`src/rtl/calc_core_if.sv`:
```
// calc_core_if: pin bundle for the calculator core.
// buttons are raw active-low pushbuttons; segs/digs drive a multiplexed
// common-anode style 7-segment display (segments active-low, digits active-high).
interface calc_core_if #(
  parameter int DIG_N = 3
);
  logic [1:0]       buttons;
  logic [7:0]       segs;
  logic [DIG_N-1:0] digs;

  // Board / test side: drives the buttons, observes the display.
  modport master (
    output buttons,
    input  segs,
    input  digs
  );

  // Core side: samples the buttons, drives the display.
  modport slave (
    input  buttons,
    output segs,
    output digs
  );
endinterface

```
`src/rtl/calc_core.sv`:
```
// calc_core: two-button single-digit calculator with a multiplexed display.
// buttons[0] walks ST_A -> ST_CMD -> ST_B -> ST_EQ; buttons[1] edits the
// value owned by the current state. The ST_EQ screen shows the signed result.
// Optional feature: define CALC_MUL_EN to add a MUL command (a*b); without it
// no multiplier is built and the command toggles between ADD and SUB.
module calc_core #(
  parameter int DIG_N        = 3,
  parameter int DEBOUNCE_CYC = 2500000,
  parameter int SCAN_CYC     = 25000
) (
  input  logic       sys_clk,
  input  logic       sys_rst_n,
  calc_core_if.slave io
);

  localparam int DB_W  = $clog2(DEBOUNCE_CYC + 1);
  localparam int SC_W  = $clog2(SCAN_CYC + 1);
  localparam int IDX_W = $clog2(DIG_N);

  localparam logic [DB_W-1:0]  DB_LAST  = DB_W'(DEBOUNCE_CYC - 1);
  localparam logic [SC_W-1:0]  SC_LAST  = SC_W'(SCAN_CYC - 1);
  localparam logic [IDX_W-1:0] IDX_LAST = IDX_W'(DIG_N - 1);

  localparam logic [7:0] SEG_BLANK = 8'hFF;
  localparam logic [7:0] SEG_MINUS = 8'hBF;  // segment g only

  typedef enum logic [1:0] {
    ST_A   = 2'd0,
    ST_CMD = 2'd1,
    ST_B   = 2'd2,
    ST_EQ  = 2'd3
  } state_t;

  // Encoding doubles as the code shown on the ST_CMD screen.
  typedef enum logic [1:0] {
    CMD_ADD = 2'd0,
    CMD_SUB = 2'd1,
    CMD_MUL = 2'd2
  } cmd_t;

  // ---------------------------------------------------------------------
  // Button conditioning
  // ---------------------------------------------------------------------
  logic [1:0]      sync_a;
  logic [1:0]      sync_b;
  logic [1:0]      level;        // debounced level, 1 = released
  logic [DB_W-1:0] db_cnt [2];
  logic [1:0]      click;        // one-cycle press pulses

  // Two-flop synchroniser; idles at the released level.
  always_ff @(posedge sys_clk or negedge sys_rst_n) begin
    if (!sys_rst_n) begin
      sync_a <= 2'b11;
      sync_b <= 2'b11;
    end else begin
      // NOTE: non-blocking assignments so sync_b takes the old sync_a, giving two real flop stages.
      sync_a <= io.buttons;
      sync_b <= sync_a;
    end
  end

  // Debounce: accept a new level after DEBOUNCE_CYC consecutive differing samples; pulse on press.
  always_ff @(posedge sys_clk or negedge sys_rst_n) begin
    if (!sys_rst_n) begin
      level     <= 2'b11;
      // NOTE: this two-entry counter array is plain flops and is reset per element; real RAM arrays are never reset.
      db_cnt[0] <= '0;
      db_cnt[1] <= '0;
      click     <= '0;
    end else begin
      click <= '0;
      for (int i = 0; i < 2; i++) begin
        if (sync_b[i] != level[i]) begin
          if (db_cnt[i] == DB_LAST) begin
            level[i]  <= sync_b[i];
            db_cnt[i] <= '0;
            click[i]  <= ~sync_b[i];
          end else begin
            db_cnt[i] <= db_cnt[i] + 1'b1;
          end
        end else begin
          db_cnt[i] <= '0;
        end
      end
    end
  end

  // ---------------------------------------------------------------------
  // Calculator state
  // ---------------------------------------------------------------------
  state_t     state;
  logic [3:0] op_a;
  logic [3:0] op_b;
  cmd_t       cmd;

  function automatic logic [3:0] inc_digit(input logic [3:0] d);
    return (d == 4'd9) ? 4'd0 : d + 4'd1;
  endfunction

  function automatic cmd_t next_cmd(input cmd_t c);
    cmd_t n;
`ifdef CALC_MUL_EN
    case (c)
      CMD_ADD: n = CMD_SUB;
      CMD_SUB: n = CMD_MUL;
      default: n = CMD_ADD;
    endcase
`else
    n = (c == CMD_ADD) ? CMD_SUB : CMD_ADD;
`endif
    return n;
  endfunction

  // Main FSM: an advance click wins over a simultaneous edit click.
  always_ff @(posedge sys_clk or negedge sys_rst_n) begin
    if (!sys_rst_n) begin
      state <= ST_A;
      op_a  <= 4'd0;
      op_b  <= 4'd0;
      cmd   <= CMD_ADD;
    end else if (click[0]) begin
      case (state)
        ST_A:    state <= ST_CMD;
        ST_CMD:  state <= ST_B;
        ST_B:    state <= ST_EQ;
        default: state <= ST_A;
      endcase
    end else if (click[1]) begin
      case (state)
        ST_A:    op_a <= inc_digit(op_a);
        ST_CMD:  cmd  <= next_cmd(cmd);
        ST_B:    op_b <= inc_digit(op_b);
        default: ;
      endcase
    end
  end

  // ---------------------------------------------------------------------
  // Result and decimal split
  // ---------------------------------------------------------------------
  logic signed [7:0] a_s;
  logic signed [7:0] b_s;
  logic signed [7:0] result;
  logic        [7:0] mag;
  logic        [3:0] tens;
  logic        [3:0] units;
  logic              neg;

  assign a_s = {4'b0000, op_a};
  assign b_s = {4'b0000, op_b};

  // Signed result, magnitude and its tens/units digits (|result| <= 81).
  always_comb begin
    // NOTE: every output gets a default first so no path leaves a value held, which would infer a latch.
    result = a_s + b_s;
    case (cmd)
      CMD_SUB: result = a_s - b_s;
`ifdef CALC_MUL_EN
      CMD_MUL: result = a_s * b_s;
`endif
      default: ;
    endcase
    neg  = result[7];
    mag  = neg ? 8'(-result) : 8'(result);
    tens = 4'd0;
    for (int t = 1; t <= 9; t++) begin
      if (mag >= 8'(10 * t)) tens = 4'(t);
    end
    units = 4'(mag - 8'(10 * tens));
  end

  // ---------------------------------------------------------------------
  // Display content
  // ---------------------------------------------------------------------
  function automatic logic [7:0] glyph(input logic [3:0] d);
    logic [7:0] g;
    case (d)
      4'd0:    g = 8'hC0;
      4'd1:    g = 8'hF9;
      4'd2:    g = 8'hA4;
      4'd3:    g = 8'hB0;
      4'd4:    g = 8'h99;
      4'd5:    g = 8'h92;
      4'd6:    g = 8'h82;
      4'd7:    g = 8'hF8;
      4'd8:    g = 8'h80;
      4'd9:    g = 8'h90;
      default: g = SEG_BLANK;
    endcase
    return g;
  endfunction

  logic [7:0] dig_segs [DIG_N];

  // Per-digit segment pattern for the current state; unused digits stay blank.
  always_comb begin
    for (int i = 0; i < DIG_N; i++) dig_segs[i] = SEG_BLANK;
    case (state)
      ST_A:   dig_segs[0] = glyph(op_a);
      ST_CMD: dig_segs[0] = glyph({2'b00, cmd});
      ST_B:   dig_segs[0] = glyph(op_b);
      default: begin
        dig_segs[0] = glyph(units);
        if (tens != 4'd0) begin
          dig_segs[1] = glyph(tens);
          if (neg) dig_segs[2] = SEG_MINUS;
        end else if (neg) begin
          dig_segs[1] = SEG_MINUS;
        end
      end
    endcase
  end

  // ---------------------------------------------------------------------
  // Digit scan
  // ---------------------------------------------------------------------
  logic [SC_W-1:0]  scan_cnt;
  logic [IDX_W-1:0] dig_idx;
  logic [IDX_W-1:0] next_idx;
  logic [7:0]       segs_q;
  logic [DIG_N-1:0] digs_q;

  // Digit index that will be enabled after the coming edge.
  always_comb begin
    next_idx = dig_idx;
    if (scan_cnt == SC_LAST) begin
      next_idx = (dig_idx == IDX_LAST) ? '0 : dig_idx + 1'b1;
    end
  end

  // Scan counter and display registers; segs and digs always load on the same edge.
  always_ff @(posedge sys_clk or negedge sys_rst_n) begin
    if (!sys_rst_n) begin
      scan_cnt <= '0;
      dig_idx  <= '0;
      digs_q   <= DIG_N'(1);
      segs_q   <= SEG_BLANK;
    end else begin
      scan_cnt <= (scan_cnt == SC_LAST) ? '0 : scan_cnt + 1'b1;
      dig_idx  <= next_idx;
      digs_q   <= DIG_N'(1) << next_idx;
      segs_q   <= dig_segs[next_idx];
    end
  end

  assign io.segs = segs_q;
  assign io.digs = digs_q;

endmodule

```
`src/flat_wrapper.sv`:
```
// flat-port wrapper written by rule: the top's interface ports become plain ports
module calc_core_flat 
#(
  parameter int DIG_N        = 3,
  parameter int DEBOUNCE_CYC = 2500000,
  parameter int SCAN_CYC     = 25000
)
  (sys_clk, sys_rst_n, io_buttons, io_segs, io_digs);
  calc_core_if #(.DIG_N(DIG_N)) io_i ();
  input  logic sys_clk;
  input  logic sys_rst_n;
  input wire logic [$bits(io_i.buttons)-1:0] io_buttons;
  output wire logic [$bits(io_i.segs)-1:0] io_segs;
  output wire logic [$bits(io_i.digs)-1:0] io_digs;
  assign io_i.buttons = io_buttons;
  assign io_segs = io_i.segs;
  assign io_digs = io_i.digs;
  calc_core #(.DIG_N(DIG_N), .DEBOUNCE_CYC(DEBOUNCE_CYC), .SCAN_CYC(SCAN_CYC)) u_core (.sys_clk(sys_clk), .sys_rst_n(sys_rst_n), .io(io_i));
endmodule
```
`config.mk`:
```
export PLATFORM = sky130hd
export DESIGN_NAME = calc_core_flat
export DESIGN_NICKNAME = d
export VERILOG_FILES = /design/src/rtl/calc_core_if.sv /design/src/rtl/calc_core.sv /design/src/flat_wrapper.sv
export SDC_FILE = /design/constraint.sdc
export NUM_CORES = 1
export LEC_CHECK = 0
export ABC_AREA = 1
export BUFFER_PORTS_ARGS = -buffer_cell sky130_fd_sc_hd__buf_2
export CAP_MARGIN = 15
export CORE_MARGIN = 1
export CORE_UTILIZATION = 50
export CTS_BUF_LIST = sky130_fd_sc_hd__clkbuf_4 sky130_fd_sc_hd__clkbuf_8 sky130_fd_sc_hd__clkbuf_16
export DETAILED_ROUTE_END_ITERATION = 8
export MAX_ROUTING_LAYER = met4
export PLACE_DENSITY = 0.8
export SETUP_SLACK_MARGIN = 0.2
export SYNTH_ARGS = -nofsm -noshare
export SYNTH_HDL_FRONTEND = slang
export SYNTH_SLANG_ARGS = --single-unit
```
`constraint.sdc`:
```
create_clock -name sys_clk -period 3.94 [get_ports sys_clk]
set_clock_uncertainty 0.1 [all_clocks]
set_input_delay 0.197 -clock sys_clk [delete_from_list [all_inputs] [get_ports sys_clk]]
set_output_delay 0.197 -clock sys_clk [all_outputs]
set_load 0.01 [all_outputs]
```
==> results of run 1 <==
[kinds of logic after synthesis]
| kind of cell | Yosys count | share of synthesized area [%] |
|---|---|---|
| AO/OA/AOI/OAI | 97 | 9.65 |
| XOR/XNOR | 11 | 1.71 |
| adder cells (fa/ha/maj) | 40 | 9.29 |
| buffers and inverters | 128 | 8.78 |
| flip-flops | 91 | 40.8 |
| multiplexers | 2 | 0.356 |
| AND/OR/NAND/NOR | 348 | 29.4 |
[cell type report]
cell class | count | share of cell area [%]
clock buffers | 12 | 2.28
clock inverters | 4 | 1.15
inverters | 125 | 7.43
multi-input cells | 498 | 46.0
flip-flops and latches | 91 | 35.8
well taps | 140 | 2.73
repair buffers | 42 | 4.58
[state kept, by name (all words and copies together), names as in the netlist, 3 cells and up]
name	count
u_core.db_cnt	44
u_core.op_a	4
u_core.io.segs	8
u_core.io.digs	3
u_core.scan_cnt	15
u_core.op_b	4
[what timing repair did]
item,CTS,global route
hold buffers,3,0
pin swaps,1,10
endpoints found under the hold margin,47,0
gates resized for setup,8,34
setup endpoints to repair,7,7
buffers inserted,6,10
[worst max path at each step]
stage / slack (ns) / endpoint
3_3_place_gp: 0.16 / u_core.io.segs[4]$_DFF_PN1_
3_5_place_dp: -0.01 / u_core.io.segs[4]$_DFF_PN1_
2_1_floorplan: 0.25 / u_core.io.segs[4]$_DFF_PN1_
6_report: 0.26 / u_core.io.segs[1]$_DFF_PN1_
4_1_cts: 0.23 / u_core.io.segs[4]$_DFF_PN1_
5_1_grt: -0.02 / u_core.io.segs[1]$_DFF_PN1_
[synthesized netlist by cell type (3+ instances only)]
| cell | number |
|---|---|
| sky130_fd_sc_hd__nand2_1 | 125 |
| sky130_fd_sc_hd__inv_1 | 121 |
| sky130_fd_sc_hd__nor2_1 | 79 |
| sky130_fd_sc_hd__dfrtp_1 | 76 |
| sky130_fd_sc_hd__nand3_1 | 59 |
| sky130_fd_sc_hd__a21oi_1 | 38 |
| sky130_fd_sc_hd__ha_1 | 37 |
| sky130_fd_sc_hd__o21ai_0 | 34 |
| sky130_fd_sc_hd__nor3_1 | 23 |
| sky130_fd_sc_hd__nand4_1 | 18 |
| sky130_fd_sc_hd__dfstp_2 | 15 |
| sky130_fd_sc_hd__xor2_1 | 10 |
| sky130_fd_sc_hd__nor4_1 | 8 |
| sky130_fd_sc_hd__nand2_2 | 7 |
| sky130_fd_sc_hd__a221oi_1 | 5 |
| sky130_fd_sc_hd__nor3b_1 | 5 |
| sky130_fd_sc_hd__a31oi_1 | 4 |
| sky130_fd_sc_hd__nand3_2 | 4 |
| sky130_fd_sc_hd__nor2_2 | 4 |
| sky130_fd_sc_hd__nor3_2 | 4 |
| sky130_fd_sc_hd__o22ai_1 | 4 |
| sky130_fd_sc_hd__fa_1 | 3 |
| sky130_fd_sc_hd__o211ai_1 | 3 |
| sky130_fd_sc_hd__o21ai_1 | 3 |
[routing by layer]
metal | up-vias | GRT usage (%) | wire length, µm
li1 | 2449 | - | -
met1 | 2320 | 27.2 | 5650
met2 | 122 | 40.4 | 6490
met3 | 32 | 4.22 | 514
met4 | 0 | 8.22 | 286
met5 | - | - | 0
[metrics by stage]
step                      cells  TNS, ns  util, %
final                       912        0     59.0
after global placement      877        0     54.4
after global routing        912  -0.0290     59.0
after detailed placement    877  -0.0135     54.4
after CTS                   902        0     57.2
after floorplan             717        0        -
[worst max-delay path: stages (launching register included)]
cell and delay [ns]:
sky130_fd_sc_hd__dfrtp_2 0.43, sky130_fd_sc_hd__inv_2 0.08, sky130_fd_sc_hd__ha_4 0.12, sky130_fd_sc_hd__inv_2 0.03, sky130_fd_sc_hd__fa_1 0.47, sky130_fd_sc_hd__nand2_1 0.06, sky130_fd_sc_hd__nand2_2 0.09, sky130_fd_sc_hd__inv_2 0.05
sky130_fd_sc_hd__ha_4 0.15, sky130_fd_sc_hd__inv_1 0.08, sky130_fd_sc_hd__nand4_1 0.17, sky130_fd_sc_hd__nand2_2 0.18, sky130_fd_sc_hd__nand3_2 0.11, sky130_fd_sc_hd__nand2_2 0.08, sky130_fd_sc_hd__nand3_2 0.06, sky130_fd_sc_hd__nand2_2 0.10
sky130_fd_sc_hd__ha_4 0.14, sky130_fd_sc_hd__fa_2 0.49, sky130_fd_sc_hd__nand2_1 0.14, sky130_fd_sc_hd__nand3_2 0.15, sky130_fd_sc_hd__o211ai_1 0.15, sky130_fd_sc_hd__nand2_1 0.09, sky130_fd_sc_hd__nand2_1 0.08
[where the power goes]
part	internal, mW	switching [mW]
sequential	0.942	0.00532
combinational	0.0105	0.0325
clock	0.380	0.349
total	1.33	0.387
==> impl_metrics.json, run 1 <==
{
  "grt.overflow.total": 0,
  "leakage_nw": 3.14,
  "yosysSeqAreaShare_pct": 40.8,
  "numCtsBuffers": 9,
  "synth_top_cell_area_share_pct": 33.8,
  "stdcell_area_um2": 6420,
  "dpl-instance-area_um2": 5920,
  "violations": "DRC",
  "reg_clk_slew_reported_paths_ns": 0.09,
  "multiInputGateArea_um2": 2950,
  "totalWireLength_mm": 12.9,
  "r2r_slack_ns": 0.26,
  "vias_in_the_first_global_route": 4744,
  "number_of_cells_produced_by_synthesis": 717,
  "hold_removal_path_class": "reg2reg",
  "clockBufferDepth": 2,
  "instance_count_along_the_most_critical_hold_path": 0,
  "synth_area_per_cell_um2": 7.85,
  "floorplan.initialDensity_pct": 51.7,
  "hold_viol_final": 0,
  "cts_sinks": 91,
  "netlist_top_cells_area": "sky130_fd_sc_hd__dfrtp_1 34%, sky130_fd_sc_hd__nand2_1 8.3%, sky130_fd_sc_hd__ha_1 8.2%",
  "hold_path_startpoint": "u_core.sync_a[1]$_DFF_PN1_",
  "rr_worst_depth": 22,
  "grt_pass1_wl_mm": 21.0,
  "h-tree-depth": 3,
  "drtIter0Drc": 346,
  "final_critical_path_setup_slack_ns": 0.258,
  "dpl.hpwl_mm": 8.99,
  "routed_via_count_divided_by_cell_count": 5.40,
  "required_ns": 4.17,
  "layout_common_cells": "118 x sky130_fd_sc_hd__nand2_1, 115 x sky130_fd_sc_hd__inv_1, 78 x sky130_fd_sc_hd__nor2_1",
  "areaGrowthSynthToFinish_pct": 14.1,
  "regToRegEndpoint": "u_core.io.segs[1]$_DFF_PN1_",
  "insertion_delay_ns": 0.39,
  "final.min_clock_period_ns": 3.68,
  "initial_antenna_violation_count": 0,
  "worstSetupPathType": "reg2reg",
  "rsz0062_at_grt": "yes",
  "timing.rr.start": "u_core.op_a[0]$_DFFE_PN0P_",
  "ys_async_sr_fraction_pct": 100,
  "synth-edff-count": 0,
  "fin_worst_hold_slack_ns": 0.257,
  "slew_viol_final": 0,
  "timing_worst_slew_pin_value_ns": 0.765,
  "regArea_um2": 2300,
  "timing.critical_path.fanout_max": 6,
  "final_common_cell": "sky130_fd_sc_hd__nand2_1",
  "synth.cell_area_um2": 5630,
  "layout.nets": 811,
  "antenna-diode-count": 0,
  "max-vdd-ir-drop_v": 0.000184,
  "fill_cells": 954,
  "synth.largest_area_cell": "sky130_fd_sc_hd__dfrtp_1",
  "timing.hold.worst_endpoint": "u_core.sync_b[1]$_DFF_PN1_",
  "post_synth_num_cell_types": 45,
  "io_pins": 15,
  "synth_top_flop_cell": "sky130_fd_sc_hd__dfrtp_1",
  "gpl.final_weighted_congestion": 0.942,
  "core_area_um2": 10900,
  "run_status": "complete, but fails checks",
  "via_count": 4923,
  "top_achievable_clock_speed_ghz": 0.272,
  "gr-usage-all-layers_pct": 23.4,
  "grt_start_max_net_pins": 61,
  "cts_root_buffer": "sky130_fd_sc_hd__clkbuf_8",
  "total_power_mw": 1.72,
  "worstSetupStartpoint": "u_core.op_a[0]$_DFFE_PN0P_",
  "pwr_density_cell_nw_per_um2": 268,
  "routed_wire_length_per_instance_um": 14.2,
  "post-route-period-util_pct": 93.5,
  "ant_nets": 0,
  "drv_cap": 0,
  "drt_pass1_iterations": 8,
  "port-buffer-count": 14,
  "relSlewSlack_pct": 48.5,
  "synthesis.nets": 761,
  "cp.arrival_ns": 3.91,
  "worstSetupStartpointType": "register",
  "dp_slack_ns": -0.0112,
  "number_of_synthesized_register_bits": 91,
  "tritoncts": "built",
  "route.detailed.drc": 1,
  "layout-drive-gt1-share_pct": 17.5,
  "category_of_the_worst_setup_path_capture_point": "register",
  "report.final.setup_viol": 0,
  "total_of_warnings_raised_by_yosys": 0,
  "die_area_um2": 11700,
  "floorplan.die.width_um": 108,
  "fp-row-count": 38,
  "chipHeight_um": 108
}
No activity file was read; power rests on OpenSTA's default activity.
==> run 2: changes to the inputs <==
--- a/config.mk
+++ b/config.mk
@@ -9,11 +9,11 @@
 export BUFFER_PORTS_ARGS = -buffer_cell sky130_fd_sc_hd__buf_2
 export CAP_MARGIN = 15
 export CORE_MARGIN = 1
-export CORE_UTILIZATION = 50
+export CORE_UTILIZATION = 57
 export CTS_BUF_LIST = sky130_fd_sc_hd__clkbuf_4 sky130_fd_sc_hd__clkbuf_8 sky130_fd_sc_hd__clkbuf_16
 export DETAILED_ROUTE_END_ITERATION = 8
 export MAX_ROUTING_LAYER = met4
-export PLACE_DENSITY = 0.8
+export PLACE_DENSITY = 0.88
 export SETUP_SLACK_MARGIN = 0.2
 export SYNTH_ARGS = -nofsm -noshare
 export SYNTH_HDL_FRONTEND = slang
==> run 2 against run 1 <==
Effect of this change: the flow now finishes without violations; sequential power about the same; sequential cell count unchanged; setup slack better by 0.023 ns; design area down 0.62%; largest power group unchanged; clock power up 1%; largest cell class unchanged; via count up 2.3%.
==> impl_metrics.json, run 2 (synthesized netlist as in run 1, its figures left out) <==
{
  "run_status": "complete, no violations",
  "insertion_delay_ns": 0.37,
  "max-vdd-ir-drop_v": 0.000262,
  "critical-path-max-stage-delay_ns": 0.63,
  "gpl.final_weighted_congestion": 0.967,
  "required_ns": 4.14,
  "reg_clk_slew_reported_paths_ns": 0.10,
  "final_common_cell": "sky130_fd_sc_hd__nand2_1",
  "routed_wire_length_per_instance_um": 14.5,
  "h-tree-depth": 3,
  "post-route-period-util_pct": 92.9,
  "drt_pass1_iterations": 5,
  "crit_slowest_cell": "sky130_fd_sc_hd__fa_2",
  "areaGrowthSynthToFinish_pct": 13.4,
  "final.min_clock_period_ns": 3.66,
  "via_count": 5034,
  "ant_nets": 0,
  "route.detailed.drc": 0,
  "antenna-diode-count": 0,
  "io_pins": 15,
  "initial_antenna_violation_count": 0,
  "vias_in_the_first_global_route": 4902,
  "port-buffer-count": 14,
  "cts_root_buffer": "sky130_fd_sc_hd__clkbuf_8",
  "numCtsBuffers": 9,
  "gr-usage-all-layers_pct": 27.7,
  "grt_start_max_net_pins": 63,
  "grt_pass1_wl_mm": 21.7,
  "top_achievable_clock_speed_ghz": 0.273,
  "biggest_register": "u_core.db_cnt",
  "core_area_um2": 9420,
  "rsz0062_at_grt": "no",
  "layout_common_cells": "117 x sky130_fd_sc_hd__nand2_1, 115 x sky130_fd_sc_hd__inv_1, 78 x sky130_fd_sc_hd__nor2_1",
  "floorplan.initialDensity_pct": 59.8,
  "timing_worst_slew_pin_value_ns": 0.792,
  "totalNegativeSetupSlack_ns": 0,
  "cts_sinks": 91,
  "category_of_the_worst_setup_path_capture_point": "register",
  "hold_viol_final": 0,
  "cp.arrival_ns": 3.86,
  "floorplan.die.width_um": 101,
  "slew_viol_final": 0,
  "drtIter0Drc": 324,
  "tritoncts": "built",
  "clockBufferDepth": 2,
  "layout-drive-gt1-share_pct": 16.5,
  "chipHeight_um": 101,
  "totalWireLength_mm": 12.9,
  "die_area_um2": 10300,
  "timing.critical_path.fanout_max": 5,
  "critPathMostFrequentCell": "sky130_fd_sc_hd__nand2_1",
  "fp-row-count": 35,
  "leakage_nw": 3.10,
  "pwr_density_cell_nw_per_um2": 271,
  "hold_removal_path_class": "reg2reg",
  "drv_cap": 0,
  "grt.overflow.total": 0,
  "report.final.setup_viol": 0,
  "relSlewSlack_pct": 47.2,
  "fin_worst_hold_slack_ns": 0.259,
  "worstSetupPathType": "reg2reg",
  "layout.nets": 804,
  "worstSetupStartpointType": "register",
  "max_ffs_per_register": 44,
  "routed_via_count_divided_by_cell_count": 5.63,
  "dpl.hpwl_mm": 9.12
}
## run 2: changes by cell type in the layout (fill, tap and decap cells not counted), sizes merged
cell      delta
clkbuf       -3
inv          +2
buf          -7
clkinvlp     +1
## run 2: timing repair
item / in CTS / in global routing
hold buffers: 3 / 0
pin swaps: 1 / 15
setup endpoints to repair: 7 / 7
resized for setup: 7 / 35
hold endpoints to repair: 50 / 0
setup buffers: 4 / 5
## run 2: report_power, final
| part | total, mW | internal, mW | switching [mW] |
|---|---|---|---|
| Combinational | 0.0433 | 0.0107 | 0.0327 |
| Sequential | 0.948 | 0.943 | 0.00587 |
| Clock | 0.739 | 0.368 | 0.372 |
| Total | 1.73 | 1.32 | 0.410 |
## run 2: final timing paths
check                                           start                     endpoint  slack [ns]  depth (start not counted)
setup / recovery           u_core.op_a[0]$_DFFE_PN0P_  u_core.io.segs[4]$_DFF_PN1_        0.28                         26
hold / removal             u_core.sync_a[1]$_DFF_PN1_   u_core.sync_b[1]$_DFF_PN1_        0.26                          0
setup reg to reg           u_core.op_a[0]$_DFFE_PN0P_  u_core.io.segs[4]$_DFF_PN1_        0.28                         26
hold reg to reg            u_core.sync_a[1]$_DFF_PN1_   u_core.sync_b[1]$_DFF_PN1_        0.26                          0
max in group asynchronous                   sys_rst_n   u_core.sync_b[1]$_DFF_PN1_        2.46                          3
min in group asynchronous                   sys_rst_n  u_core.db_cnt[36]$_DFF_PN0_        0.34                          2
## run 2: routing by layer
metal | up-vias | GRT usage, % | wire length (µm)
met2 | 181 | 46.3 | 6420
met3 | 41 | 4.49 | 615
met4 | 0 | 11.7 | 385
met5 | - | - | 0
li1 | 2433 | - | -
met1 | 2379 | 33.5 | 5530
## run 2: critical path, delay by kind of cell, from the launching register on
| kind | cells | cell delay, ns |
|---|---|---|
| AND/OR/NAND/NOR | 14 | 1.00 |
| buffers and inverters | 7 | 0.51 |
| flip-flops | 1 | 0.45 |
| adder cells (fa/ha/maj) | 5 | 1.56 |
## run 2: layout make-up
type / instances / area [µm²]
clock inverters: 7 / 105
inverters: 125 / 477
repair buffers: 35 / 241
well taps: 129 / 161
fillers: 720 / 3040
multi-input cells: 498 / 2970
clock buffers: 9 / 124
flip-flops and latches: 91 / 2300
## run 2: metrics by stage
step / instance area [µm²] / util, % / power (mW) / setup WS (ns) / std cells
after CTS: 6210 / 65.9 / 1.74 / 0.221 / 889
after floorplan: 5630 / - / 0.981 / 0.250 / 717
after global routing: 6380 / 67.8 / 1.78 / 0.108 / 894
final: 6380 / 67.8 / 1.73 / 0.281 / 894
after global placement: 5910 / 62.7 / 1.01 / 0.127 / 866
after detailed placement: 5910 / 62.7 / 1.01 / 0.0137 / 866
==> run 3: changes to the inputs <==
--- a/config.mk
+++ b/config.mk
@@ -9,11 +9,11 @@
 export BUFFER_PORTS_ARGS = -buffer_cell sky130_fd_sc_hd__buf_2
 export CAP_MARGIN = 15
 export CORE_MARGIN = 1
-export CORE_UTILIZATION = 57
+export CORE_UTILIZATION = 51
 export CTS_BUF_LIST = sky130_fd_sc_hd__clkbuf_4 sky130_fd_sc_hd__clkbuf_8 sky130_fd_sc_hd__clkbuf_16
 export DETAILED_ROUTE_END_ITERATION = 8
 export MAX_ROUTING_LAYER = met4
-export PLACE_DENSITY = 0.88
+export PLACE_DENSITY_LB_ADDON = 0.08
 export SETUP_SLACK_MARGIN = 0.2
 export SYNTH_ARGS = -nofsm -noshare
 export SYNTH_HDL_FRONTEND = slang
==> run 3 against run 2 <==
Effect of this change: critical path depth decreased by 3; largest power group unchanged; global-route usage decreased by 3.2 points; critical path type unchanged; sequential share of layout area fell by 0.28 points; final cell count increased by 1.5%; setup slack got worse by 0.0085 ns; register-to-register slack is essentially flat; clock-buffer cell count grew 1; sequential cell count stayed put; utilization shrank 6.6 points.
==> impl_metrics.json, run 3 (synthesized netlist as in run 1, its figures left out) <==
{
  "die_area_um2": 11500,
  "fin_worst_hold_slack_ns": 0.266,
  "route.detailed.drc": 0,
  "insertion_delay_ns": 0.38,
  "relSlewSlack_pct": 39.9,
  "final_critical_path_setup_slack_ns": 0.272,
  "timing.critical_path.fanout_max": 6,
  "total_power_mw": 1.64,
  "top_achievable_clock_speed_ghz": 0.273,
  "io_pins": 15,
  "chipHeight_um": 107,
  "worstSetupPathType": "reg2reg",
  "vias_in_the_first_global_route": 4570,
  "reg_clk_slew_reported_paths_ns": 0.09,
  "crit_buf_inv": 5,
  "rsz0062_at_grt": "yes",
  "floorplan.initialDensity_pct": 53.6,
  "grt_start_max_net_pins": 72,
  "totalNegativeSetupSlack_ns": 0,
  "hold_removal_path_class": "reg2reg",
  "final_common_cell": "sky130_fd_sc_hd__inv_1",
  "routed_via_count_divided_by_cell_count": 5.41,
  "drtIter0Drc": 350,
  "worstSetupStartpointType": "register",
  "cts_sinks": 91,
  "slew_viol_final": 0,
  "run_status": "complete, no violations",
  "final.min_clock_period_ns": 3.67,
  "cp.arrival_ns": 3.89,
  "dp_slack_ns": 0.0124,
  "grt.overflow.total": 0,
  "cts_root_buffer": "sky130_fd_sc_hd__clkbuf_8",
  "timing_worst_slew_pin_value_ns": 0.902,
  "fp-row-count": 37,
  "report.final.setup_viol": 0,
  "crit_slowest_cell": "sky130_fd_sc_hd__fa_2",
  "pwr_density_cell_nw_per_um2": 255,
  "totalWireLength_mm": 12.8,
  "leakage_nw": 3.13,
  "via_count": 4906,
  "regArea_um2": 2300,
  "hold_viol_final": 0,
  "h-tree-depth": 3,
  "gpl.final_weighted_congestion": 0.947,
  "max_ffs_per_register": 44,
  "core_area_um2": 10500,
  "drv_cap": 0,
  "crit_family": "adder cells",
  "ant_nets": 0,
  "drt_pass1_iterations": 5,
  "biggest_register": "u_core.db_cnt",
  "areaGrowthSynthToFinish_pct": 14.1,
  "numCtsBuffers": 9,
  "floorplan.die.width_um": 107,
  "critical-path-max-stage-delay_ns": 0.60,
  "fill_cells": 945,
  "post-route-util_pct": 61.1,
  "post-route-period-util_pct": 93.1,
  "layout-drive-gt1-share_pct": 17.8,
  "required_ns": 4.16,
  "layout.nets": 810,
  "layout_common_cells": "114 x sky130_fd_sc_hd__inv_1, 112 x sky130_fd_sc_hd__nand2_1, 77 x sky130_fd_sc_hd__nor2_1",
  "max-vdd-ir-drop_v": 0.000188,
  "port-buffer-count": 14,
  "initial_antenna_violation_count": 0,
  "grt_pass1_wl_mm": 21.3,
  "gr-usage-all-layers_pct": 24.5,
  "clockBufferDepth": 2,
  "dpl.hpwl_mm": 9.24,
  "category_of_the_worst_setup_path_capture_point": "register",
  "tritoncts": "built",
  "multiInputGateArea_um2": 2990,
  "path_cells": "inv_2, ha_4, inv_4, fa_1, nand2_1, nand2_2, inv_2, ha_4, nand3_2, nor2_2, nand3_2, nand2_4, buf_6, nand3_2, nand2_2, ha_4, fa_2, inv_4, o21ai_1, nand3_1, nand3_1, nand2_1, nand3_1",
  "antenna-diode-count": 0,
  "routed_wire_length_per_instance_um": 14.1
}
run 3: changes by cell type in the layout (fill, tap and decap cells not counted), sizes merged:
cell	delta
clkbuf	+1
buf	+6
clkinv	+2
inv	-2
bufinv	-1
run 3: worst register-to-register path: stages, from the launching register on:
cell and delay (ns):
sky130_fd_sc_hd__dfrtp_1 0.42, sky130_fd_sc_hd__inv_2 0.10, sky130_fd_sc_hd__ha_4 0.14, sky130_fd_sc_hd__inv_4 0.03, sky130_fd_sc_hd__fa_1 0.52, sky130_fd_sc_hd__nand2_1 0.06, sky130_fd_sc_hd__nand2_2 0.11, sky130_fd_sc_hd__inv_2 0.05
sky130_fd_sc_hd__ha_4 0.16, sky130_fd_sc_hd__nand3_2 0.07, sky130_fd_sc_hd__nor2_2 0.05, sky130_fd_sc_hd__nand3_2 0.11, sky130_fd_sc_hd__nand2_4 0.09, sky130_fd_sc_hd__buf_6 0.15, sky130_fd_sc_hd__nand3_2 0.07, sky130_fd_sc_hd__nand2_2 0.08
sky130_fd_sc_hd__ha_4 0.17, sky130_fd_sc_hd__fa_2 0.60, sky130_fd_sc_hd__inv_4 0.07, sky130_fd_sc_hd__o21ai_1 0.15, sky130_fd_sc_hd__nand3_1 0.09, sky130_fd_sc_hd__nand3_1 0.09, sky130_fd_sc_hd__nand2_1 0.06, sky130_fd_sc_hd__nand3_1 0.07
run 3: final timing paths:
path                                                 start                          end  slack [ns]  cells after the start
worst max-delay path            u_core.op_a[0]$_DFFE_PN0P_  u_core.io.segs[5]$_DFF_PN1_        0.27                     23
min in group asynchronous                        sys_rst_n   u_core.op_b[2]$_DFFE_PN0P_        0.35                      2
worst min-delay path            u_core.sync_a[0]$_DFF_PN1_   u_core.sync_b[0]$_DFF_PN1_        0.27                      0
max in group asynchronous                        sys_rst_n   u_core.sync_a[0]$_DFF_PN1_        2.47                      3
worst max register to register  u_core.op_a[0]$_DFFE_PN0P_  u_core.io.segs[5]$_DFF_PN1_        0.27                     23
worst min register to register  u_core.sync_a[0]$_DFF_PN1_   u_core.sync_b[0]$_DFF_PN1_        0.27                      0
run 3: layer usage:
layer | share of wire, % | GRT usage [%] | vias to the layer above | wire length (µm)
met3 | 4.0 | 4.38 | 29 | 513
met2 | 48 | 39.9 | 118 | 6130
met5 | 0 | - | - | 0
li1 | - | - | 2454 | -
met1 | 45 | 30.1 | 2305 | 5750
met4 | 3.0 | 10.5 | 0 | 386
run 3: area by class of cell:
type	instances	area share, %
Multi-Input combinational cell	498	46.5
Sequential cell	91	35.8
Inverter	125	7.42
Timing Repair Buffer	41	4.58
Tap cell	136	2.65
Clock buffer	10	2.05
Clock inverter	6	1.01
run 3: through the flow:
stage,cell area (µm²),cells
6_report,6420,907
5_1_grt,6420,907
4_1_cts,6220,900
3_5_place_dp,5920,874
3_3_place_gp,5920,874
2_1_floorplan,5630,717
run 3: repair_timing:
item                                    4_1_cts  5_1_grt
hold buffers                                  3        0
gates cloned                                  0        0
endpoints found under the hold margin        60        0
buffers inserted                              7        7
endpoints found under the setup margin        7        7
pin swaps                                     2       16
resized for setup                             7       44
run 3: power by group:
part / internal, mW / total [mW] / leakage, nW / switching, mW
Combinational: 0.0105 / 0.0426 / 1.83 / 0.0321
Sequential: 0.942 / 0.948 / 1.20 / 0.00566
Clock: 0.301 / 0.646 / 0.100 / 0.344
